`config.mk`:
```
export PLATFORM = sky130hd
export DESIGN_NAME = clk_gate_seq
export DESIGN_NICKNAME = d
export VERILOG_FILES = /design/src/rtl/clk_gate_seq_pkg.sv /design/src/rtl/clk_gate_seq_dom.sv /design/src/rtl/clk_gate_seq.sv
export SDC_FILE = /design/constraint.sdc
export NUM_CORES = 1
export LEC_CHECK = 0
export BUFFER_PORTS_ARGS = -buffer_cell sky130_fd_sc_hd__buf_4
export CAP_MARGIN = 15
export CORE_MARGIN = 3
export CORE_UTILIZATION = 50
export DETAILED_ROUTE_END_ITERATION = 6
export PLACE_DENSITY = 0.7
export SLEW_MARGIN = 10
export SYNTH_ARGS = -nofsm -noshare
export SYNTH_HDL_FRONTEND = slang
export SYNTH_SLANG_ARGS = --single-unit
```
`constraint.sdc`:
```
create_clock -name CLK -period 3.75 [get_ports CLK]
set_input_delay 0.375 -clock CLK [delete_from_list [all_inputs] [get_ports CLK]]
set_output_delay 0.375 -clock CLK [all_outputs]
set_load 0.02 [all_outputs]
```
`src/rtl/clk_gate_seq_pkg.sv`:
```
// clk_gate_seq_pkg: shared domain-state type and default parameters for clk_gate_seq
package clk_gate_seq_pkg;
    typedef enum logic [2:0] {
        ST_OFF,
        ST_PEND,
        ST_WAKE,
        ST_ON,
        ST_HOLD
    } dom_state_t;
    localparam int DEF_N_DOM    = 4;
    localparam int DEF_IDLE_CYC = 16;
    localparam int DEF_WAKE_GAP = 2;
endpackage

```
`src/rtl/clk_gate_seq_dom.sv`:
```
// clk_gate_seq_dom: one gated-clock domain FSM with its idle hold counter
//   CLK      clock
//   RST      synchronous active-high reset
//   i_req    level-sensitive clock demand
//   i_grant  wake grant from the arbiter (only meaningful while pending)
//   o_pend   domain waits for a wake grant
//   o_en     clock gate enable (WAKE/ON/HOLD)
//   o_ack    gated clock running (ON/HOLD)
module clk_gate_seq_dom
    import clk_gate_seq_pkg::*;
#(
    parameter int IDLE_CYC = DEF_IDLE_CYC
) (
    input  logic CLK,
    input  logic RST,
    input  logic i_req,
    input  logic i_grant,
    output logic o_pend,
    output logic o_en,
    output logic o_ack
);
    localparam int CW = $clog2(IDLE_CYC + 1);

    dom_state_t    r_state, w_state_nxt;
    logic [CW-1:0] r_cnt, w_cnt_nxt;

    always_ff @(posedge CLK) begin
        if (RST) begin
            r_state <= ST_OFF;
            r_cnt   <= '0;
        end else begin
            r_state <= w_state_nxt;
            r_cnt   <= w_cnt_nxt;
        end
    end

    always_comb begin
        w_state_nxt = r_state;
        w_cnt_nxt   = r_cnt;
        case (r_state)
            ST_OFF:  w_state_nxt = i_req ? ST_PEND : ST_OFF;
            ST_PEND: w_state_nxt = i_grant ? ST_WAKE : (i_req ? ST_PEND : ST_OFF);
            ST_WAKE: w_state_nxt = ST_ON;
            ST_ON: begin
                if (!i_req) begin
                    w_state_nxt = ST_HOLD;
                    w_cnt_nxt   = CW'(IDLE_CYC - 1);
                end
            end
            ST_HOLD: begin
                if (i_req)
                    w_state_nxt = ST_ON;
                else if (r_cnt == '0)
                    w_state_nxt = ST_OFF;
                else
                    w_cnt_nxt = r_cnt - 1'b1;
            end
            default: w_state_nxt = ST_OFF;
        endcase
    end

    assign o_pend = (r_state == ST_PEND);
    assign o_en   = (r_state == ST_WAKE) || (r_state == ST_ON) || (r_state == ST_HOLD);
    assign o_ack  = (r_state == ST_ON) || (r_state == ST_HOLD);
endmodule

```
`src/rtl/clk_gate_seq.sv`:
```
// clk_gate_seq: sequenced clock-gate enables with round-robin, rate-limited wake grants
//   CLK       clock for all logic
//   RST       synchronous active-high reset
//   FORCE_ON  forces every EN high (only with CLK_GATE_SEQ_FORCE_ON_EN defined)
//   REQ       per-domain clock demand
//   EN        per-domain clock gate enable
//   ACK       per-domain gated clock running
module clk_gate_seq
    import clk_gate_seq_pkg::*;
#(
    parameter int N_DOM    = DEF_N_DOM,
    parameter int IDLE_CYC = DEF_IDLE_CYC,
    parameter int WAKE_GAP = DEF_WAKE_GAP
) (
    input  logic             CLK,
    input  logic             RST,
`ifdef CLK_GATE_SEQ_FORCE_ON_EN
    input  logic             FORCE_ON,
`endif
    input  logic [N_DOM-1:0] REQ,
    output logic [N_DOM-1:0] EN,
    output logic [N_DOM-1:0] ACK
);
    localparam int PW = (N_DOM > 1) ? $clog2(N_DOM) : 1;
    localparam int GW = (WAKE_GAP > 0) ? $clog2(WAKE_GAP + 1) : 1;

    logic [N_DOM-1:0] w_pend, w_en, w_grant;
    logic [PW-1:0]    r_ptr, w_gnt_idx;
    logic [GW-1:0]    r_gap;
    logic             w_gnt_vld;

    for (genvar i = 0; i < N_DOM; i++) begin : g_dom
        clk_gate_seq_dom #(.IDLE_CYC(IDLE_CYC)) u_dom (
            .CLK     (CLK),
            .RST     (RST),
            .i_req   (REQ[i]),
            .i_grant (w_grant[i]),
            .o_pend  (w_pend[i]),
            .o_en    (w_en[i]),
            .o_ack   (ACK[i])
        );
    end

    // first pending domain at or after the pointer, blocked while the gap runs
    always_comb begin
        w_gnt_vld = 1'b0;
        w_gnt_idx = '0;
        for (int k = 0; k < N_DOM; k++) begin
            if (!w_gnt_vld && r_gap == '0 && w_pend[(int'(r_ptr) + k) % N_DOM]) begin
                w_gnt_vld = 1'b1;
                w_gnt_idx = PW'((int'(r_ptr) + k) % N_DOM);
            end
        end
    end

    assign w_grant = w_gnt_vld ? (N_DOM'(1) << w_gnt_idx) : '0;

    always_ff @(posedge CLK) begin
        if (RST) begin
            r_ptr <= '0;
            r_gap <= '0;
        end else if (w_gnt_vld) begin
            r_gap <= GW'(WAKE_GAP);
            r_ptr <= (w_gnt_idx == PW'(N_DOM - 1)) ? '0 : w_gnt_idx + 1'b1;
        end else if (r_gap != '0) begin
            r_gap <= r_gap - 1'b1;
        end
    end

`ifdef CLK_GATE_SEQ_FORCE_ON_EN
    assign EN = w_en | {N_DOM{FORCE_ON}};
`else
    assign EN = w_en;
`endif
endmodule

```
# [Yosys cells after proc, flatten, opt, wreduce, memory -nomap -nowiden]
# Cells that the tools add are included.
[word_totals] word_cells=173 output_inout_bits=8 inputBits=6 ff_bits=36
[op_classes] n_mux=63 bitwise=3 n_reduce_logical=49 n_lt_le_gt_ge=4 shift=1 add_sub_neg=9 eq_ne=33
[ops] cell="$mux W5" count=12
[ops] cell="$pmux W3 S5" count=4
[ops] cell="$mux W3" count=16
[ops] cell="$pmux W5 S2" count=4
[ops] cell="$eq A3 B2 Y1 const B" count=8
[ops] cell="$ne A2 B2 Y1 const B" count=12
[ops] cell="$logic_not A5 Y1" count=4
[ops] cell="$sub A5 B1 Y5 const B" count=4
[ops] cell="$reduce_and A4 Y1" count=4
[ops] cell="$mux W1" count=15
[ops] cell="$mux W2" count=7
[ops] cell="$eq A3 B1 Y1 const B" count=4
[ops] cell="$eq A3 B3 Y1 const B" count=4
[ops] cell="$logic_not A3 Y1" count=4
[ops] cell="$logic_or A1 B1 Y1" count=12
[ops] cell="$lt A3 B4 Y1 const B" count=3
[ops] cell="$ne A3 B2 Y1 const B" count=4
[ops] cell="$reduce_bool A2 Y1" count=6
[ops] cell="$bmux W1 S2" count=4
[ops] cell="$reduce_and A2 Y1" count=4
[ops] cell="$reduce_or A2 Y1" count=4
[ops] cell="$logic_and A1 B1 Y1" count=7
[ops] cell="$add A2 B1 Y2 const B" count=2
[ops] cell="$add A2 B2 Y2 const B" count=2
[ops] cell="other kinds (8)" count=12

# [Logic depth before layout (Yosys ltp)]
[logic_depth] word_depth=21 ltp_mapped=12 depth_no_buf=10

# [By module]
# A second synthesis with hierarchy kept.
[unflattened] hier_cells=304 area_unflattened_um2=2707.6
[by_module_without_submodules] mod="clk_gate_seq_dom" area_each_um2=518.0 cells_per_inst=58 instances=4 seq_area_each_um2=160.2
[by_module_without_submodules] mod="clk_gate_seq" area_each_um2=635.6 cells_per_inst=72 instances=1 seq_area_each_um2=80.1

# [Worst setup path after synthesis]
# No wires, ideal clock.
[synth_timing] path_type="register to register" start="reg r_ptr[1]" end="reg g_dom[1].u_dom.r_state[0]" synth_period_minus_slack_ns=2.545 slack_ns=1.205 setup_ns=0.067 n_path_buf=1 path_stages_with_launch=9 required_time_ns=3.683 arrival_time_ns=2.477 path_cell_list="dfxtp_1 clkbuf_1 mux4_2 a2111oi_4 and2b_1 a32o_1 ha_1 a211o_1 a21oi_2"
[synth_via] elab_chain_len=20 elab_cells_between_ends=36 classes_between="3 x add/sub; 1 x shift; 22 x mux; 10 x reduce/logical"
[synth_lines] item="from (decl)" line="clk_gate_seq.sv:28" rtl="logic [PW-1:0] r_ptr, w_gnt_idx;"
[synth_lines] item="from (signal assigned)" line="clk_gate_seq.sv:64" rtl="r_ptr <= (w_gnt_idx == PW'(N_DOM - 1)) ? '0 : w_gnt_idx + 1'b1;"
[synth_lines] item="parallel branches: the longest is 17 deep, another holds $add A2 B1 Y2"
[synth_lines] item="$mux W4 *" line="clk_gate_seq.sv:56" rtl="assign w_grant = w_gnt_vld ? (N_DOM'(1) << w_gnt_idx) : '0;"
[synth_lines] item="$mux W3 *" line="clk_gate_seq_dom.sv:42" rtl="ST_PEND: w_state_nxt = i_grant ? ST_WAKE : (i_req ? ST_PEND : ST_OFF);"
[synth_lines] item="$pmux W3 S5 *" line="clk_gate_seq_dom.sv:40" rtl="case (r_state)"
[synth_lines] item="to (signal assigned)" line="clk_gate_seq_dom.sv:32" rtl="r_state <= w_state_nxt;"
[synth_lines] item="to (decl)" line="clk_gate_seq_dom.sv:24" rtl="dom_state_t r_state, w_state_nxt;"
# Mark *: on every way between the ends. The select of a mux whose other input is x is not followed.
# A chain may end at the register's enable or synchronous reset.

# [Worst setup path after layout]
[layout_timing] start="reg g_dom[3].u_dom.r_state[1]" end="reg g_dom[2].u_dom.r_state[1]"
[layout_via] elab_chain_len=21 elab_cells_between_ends=34 classes_between="1 x eq/ne; 1 x shift; 22 x mux; 10 x reduce/logical"
[layout_lines] item="from (decl)" line="clk_gate_seq_dom.sv:24"
[layout_lines] item="from (signal assigned)" line="clk_gate_seq_dom.sv:32"
[layout_lines] item="$eq A3 B1 Y1 *" line="clk_gate_seq_dom.sv:62" rtl="assign o_pend = (r_state == ST_PEND);"
[layout_lines] item="$bmux W1 S2" line="clk_gate_seq.sv:49" rtl="if (!w_gnt_vld && r_gap == '0 && w_pend[(int'(r_ptr) + k) % N_DOM]) begin"
[layout_lines] item="$mux W1 (implied by the code)" line="clk_gate_seq.sv:49"
[layout_lines] item="$logic_and A1 B1 Y1" line="clk_gate_seq.sv:49"
[layout_lines] item="$mux W1" line="clk_gate_seq.sv:49"
[layout_lines] item="$logic_not A1 Y1" line="clk_gate_seq.sv:49"
[layout_lines] item="$logic_and A1 B1 Y1 (2 in a row)" line="clk_gate_seq.sv:49"
[layout_lines] item="$mux W1" line="clk_gate_seq.sv:49"
[layout_lines] item="(+3 left out)"
[layout_lines] item="$mux W1" line="clk_gate_seq.sv:49"
[layout_lines] item="$logic_not A1 Y1" line="clk_gate_seq.sv:49"
[layout_lines] item="$logic_and A1 B1 Y1 (2 in a row)" line="clk_gate_seq.sv:49"
[layout_lines] item="$mux W2" line="clk_gate_seq.sv:49"
[layout_lines] item="$shl A1 B2 Y4" line="clk_gate_seq.sv:56"
[layout_lines] item="$mux W4 *" line="clk_gate_seq.sv:56"
[layout_lines] item="$mux W3 *" line="clk_gate_seq_dom.sv:42"
[layout_lines] item="$pmux W3 S5 *" line="clk_gate_seq_dom.sv:40"
[layout_lines] item="to (signal assigned)" line="clk_gate_seq_dom.sv:32"
[layout_lines] item="to (decl)" line="clk_gate_seq_dom.sv:24"
# Every way passes the cells marked *; elsewhere a longest branch is shown, timed or not. The select of a mux whose other input is x is not followed.

==> impl_metrics.env <==
export IMPL_status="finished clean"
export IMPL_tritoncts="yes"
export IMPL_synth_edf_count=0
export IMPL_maxCapViolCount=0
export IMPL_rsz0062_at_grt="false"
export IMPL_power_mw=1.44
export IMPL_grt_pass1_vias=1761
export IMPL_slew_viol_final=0
export IMPL_grt_max_degree=37
export IMPL_synth_top_area_cell="dfxtp_1"
export IMPL_synth_area_um2=2350
export IMPL_diodes=0
export IMPL_nNetsFinal=303
export IMPL_mostFrequentLayoutCell="dfxtp_1"
export IMPL_finalHoldViolCount=0
export IMPL_path_cells="nor3b_2 -> mux4_2 -> a2111oi_4 -> and2b_1 -> a32oi_1 -> ha_1 -> nor2b_1 -> nand4_1 -> a21oi_1"
export IMPL_p_switching_uw=586
export IMPL_hp_class="in2reg"
export IMPL_dieArea_um2=5570
export IMPL_avgSynthCellArea_um2=8.23
export IMPL_slew_headroom_pct=53.9
export IMPL_ctsResizeCount=0
export IMPL_die_y_um=74.6
export IMPL_startpoint_type="flip-flop"
export IMPL_synth_seq_cells=36
export IMPL_coreArea_um2=4440
export IMPL_clkLatencyLatePin_ns=0.28
export IMPL_drc=0
export IMPL_placementRows=24
export IMPL_cts_hold_buf=0
export IMPL_io_pins=14
export IMPL_seqPwrFrac_pct=35.2
export IMPL_wl_per_cell_um=12.9
export IMPL_antenna_found_initial=0
export IMPL_drive_gt1_share_pct=13.3
export IMPL_syn_num_nets=304
export IMPL_design_area_um2=2470
export IMPL_p_clk_share_pct=17.8
export IMPL_drt_antenna_violating_nets=0
export IMPL_irDropWorstVdd_mv=0.300
export IMPL_numCtsBuffers=5
export IMPL_vias_per_cell=5.75
export IMPL_cp_arrival_ns=2.96
export IMPL_final_cell_mix="dfxtp_1 (36), nor2_1 (33), a21oi_1 (25), nand2_1 (21), inv_1 (15)"
export IMPL_crit_path_max_fanout=10
export IMPL_cts_root_buf="clkbuf_8"
export IMPL_crit_required_ns=3.97
export IMPL_switching_share_pct=40.6
export IMPL_portBuffers=13
export IMPL_clk_path_buf_depth=2
export IMPL_critPathSlowestCell="mux4_2"
export IMPL_seq_area_frac_synth_pct=30.6
export IMPL_p_comb_share_pct=47.0
export IMPL_die_w_um=74.6
export IMPL_skew_ns=0.00384
export IMPL_synth_top_area_share_pct=30.6
export IMPL_synth_area_top_cells="dfxtp_1 (31%), ha_1 (6.4%), a21oi_1 (5.3%)"
export IMPL_gp_congestion=0.879
export IMPL_cp_end_kind="flip-flop"
export IMPL_finalSetupViolations=0
export IMPL_critPathKind="reg2reg"
export IMPL_totalWireLength_um=4340
export IMPL_p_per_area_nw_per_um2=586
export IMPL_syn_inst=286
export IMPL_r2r_cells=9
export IMPL_max_stage_delay_ns=0.54
export IMPL_start_util_pct=53.0
export IMPL_clkSlewWorstSetupHoldPaths_ns=0.07
export IMPL_hpwlAfterDp_um=3110
export IMPL_ys_flop_type="dfxtp_1"
export IMPL_timing_setup_tns_ns=0
export IMPL_worst_slew_pin_slew_ns=0.682
export IMPL_grt_pass1_wl_um=7400
export IMPL_fin_hold_ws_ns=0.321
export IMPL_gr_usage_all_layers_pct=16.6
export IMPL_drtIter0Drc=95
export IMPL_min_period_over_period_pct=73.2
export IMPL_dpl_instance_area_um2=2390
export IMPL_ys_warn_count=0
export IMPL_ctsHtreeMaxLevel=2
export IMPL_cts_setup_buffers=0
export IMPL_drt_pass1_iterations=4
export IMPL_p_int_uw=858
export IMPL_layout_min_cycle_time_ns=2.75
export IMPL_synth_cell_type_count=55
export IMPL_vias=1939
export IMPL_gr_total_overflow=0
export IMPL_areaGrowthSynthToFinish_pct=4.73
export IMPL_numClockSinks=36
export IMPL_synth_async_reset_ratio_pct=0
export IMPL_clock_fmax_mhz=364
export IMPL_p_leak_nw=0.958
export IMPL_hold_depth=2
[final timing paths]
path / to / slack [ns] / startpoint
max reg2reg: g_dom[2].u_dom.r_state[1]$_SDFFE_PP0P_ / 1.00 / g_dom[3].u_dom.r_state[1]$_SDFFE_PP0P_
min: g_dom[3].u_dom.r_state[2]$_SDFFE_PP0P_ / 0.32 / REQ[3]
max: g_dom[2].u_dom.r_state[1]$_SDFFE_PP0P_ / 1.00 / g_dom[3].u_dom.r_state[1]$_SDFFE_PP0P_
min reg2reg: r_gap[0]$_SDFFE_PP0N_ / 0.45 / r_gap[0]$_SDFFE_PP0N_
[worst max-delay path: cells and delay by family, from the launching register on]
family	cells	cell delay, ns
muxes	1	0.54
DFF	1	0.49
AOI/OAI and AO/OA	3	0.74
and+or+nand+nor	4	0.66
adders and majority gates	1	0.23
[through the flow]
step / std cells / utilization, % / setup WS [ns]
3_5_place_dp: 330 / 53.7 / 1.05
6_report: 337 / 55.5 / 1.00
2_1_floorplan: 286 / - / 1.21
5_1_grt: 337 / 55.5 / 0.818
3_3_place_gp: 330 / 53.7 / 1.11
4_1_cts: 337 / 55.5 / 1.03
[layout make-up]
| class | instances | area (um^2) |
|---|---|---|
| timing repair buffer | 13 | 97.6 |
| sequential | 36 | 721 |
| multi-input combinational | 214 | 1450 |
| clock buffer | 6 | 72.6 |
| inverter | 15 | 56.3 |
| tap | 52 | 65.1 |
| fill | 434 | 1980 |
| clock inverter | 1 | 5.00 |
[power by group through the flow]
stage | Combinational [mW] | Sequential (mW) | Clock, mW
2_1_floorplan | 0.611 | 0.482 | 0
3_3_place_gp | 0.672 | 0.514 | 0
3_5_place_dp | 0.674 | 0.515 | 0
4_1_cts | 0.678 | 0.507 | 0.268
5_1_grt | 0.752 | 0.519 | 0.280
6_report | 0.679 | 0.508 | 0.257
[flip-flops by register name, summed over array words and instances, names as in the netlist]
| name | flops |
|---|---|
| r_gap | 2 |
| g_dom.u_dom.r_cnt | 20 |
| r_ptr | 2 |
| g_dom.u_dom.r_state | 12 |
[kinds of logic (layout without fill, tap and decap cells)]
group                    after synthesis  after routing  share of synthesized area (%)
buffers and inverters                 36             35                           7.86
multiplexers                           3              3                           1.81
AND/OR/NAND/NOR                      128            128                           31.3
adder cells (fa/ha/maj)               12             12                           6.38
AO/OA/AOI/OAI                         63             63                           19.1
flip-flops                            36             36                           30.6
XOR/XNOR                               8              8                           2.98
[per-layer routing]
metal  part of all wire (%)  GRT usage [%]
met5                      0              0
met4                   0.78           5.34
met3                    5.2           4.14
met2                     44           25.3
met1                     50           23.0
[synthesized netlist by cell type (all sizes together) (2+ instances only)]
cell,number
nand3,7
nor3b,5
o21a,3
a31oi,4
nand4,2
a221oi,2
inv,15
nor2,33
clkbuf,9
a21oi,26
or4bb,2
or3b,8
mux2i,2
nand2,21
nor4b,3
and2b,2
a311oi,4
buf,12
nor2b,8
nor3,14
nand2b,9
ha,12
a211oi,9
nor4,3
a32oi,3
nand3b,5
dfxtp,36
o21ai,2
xor2,7
nand4b,2
Note: power is estimated with default switching activity, not from simulation.
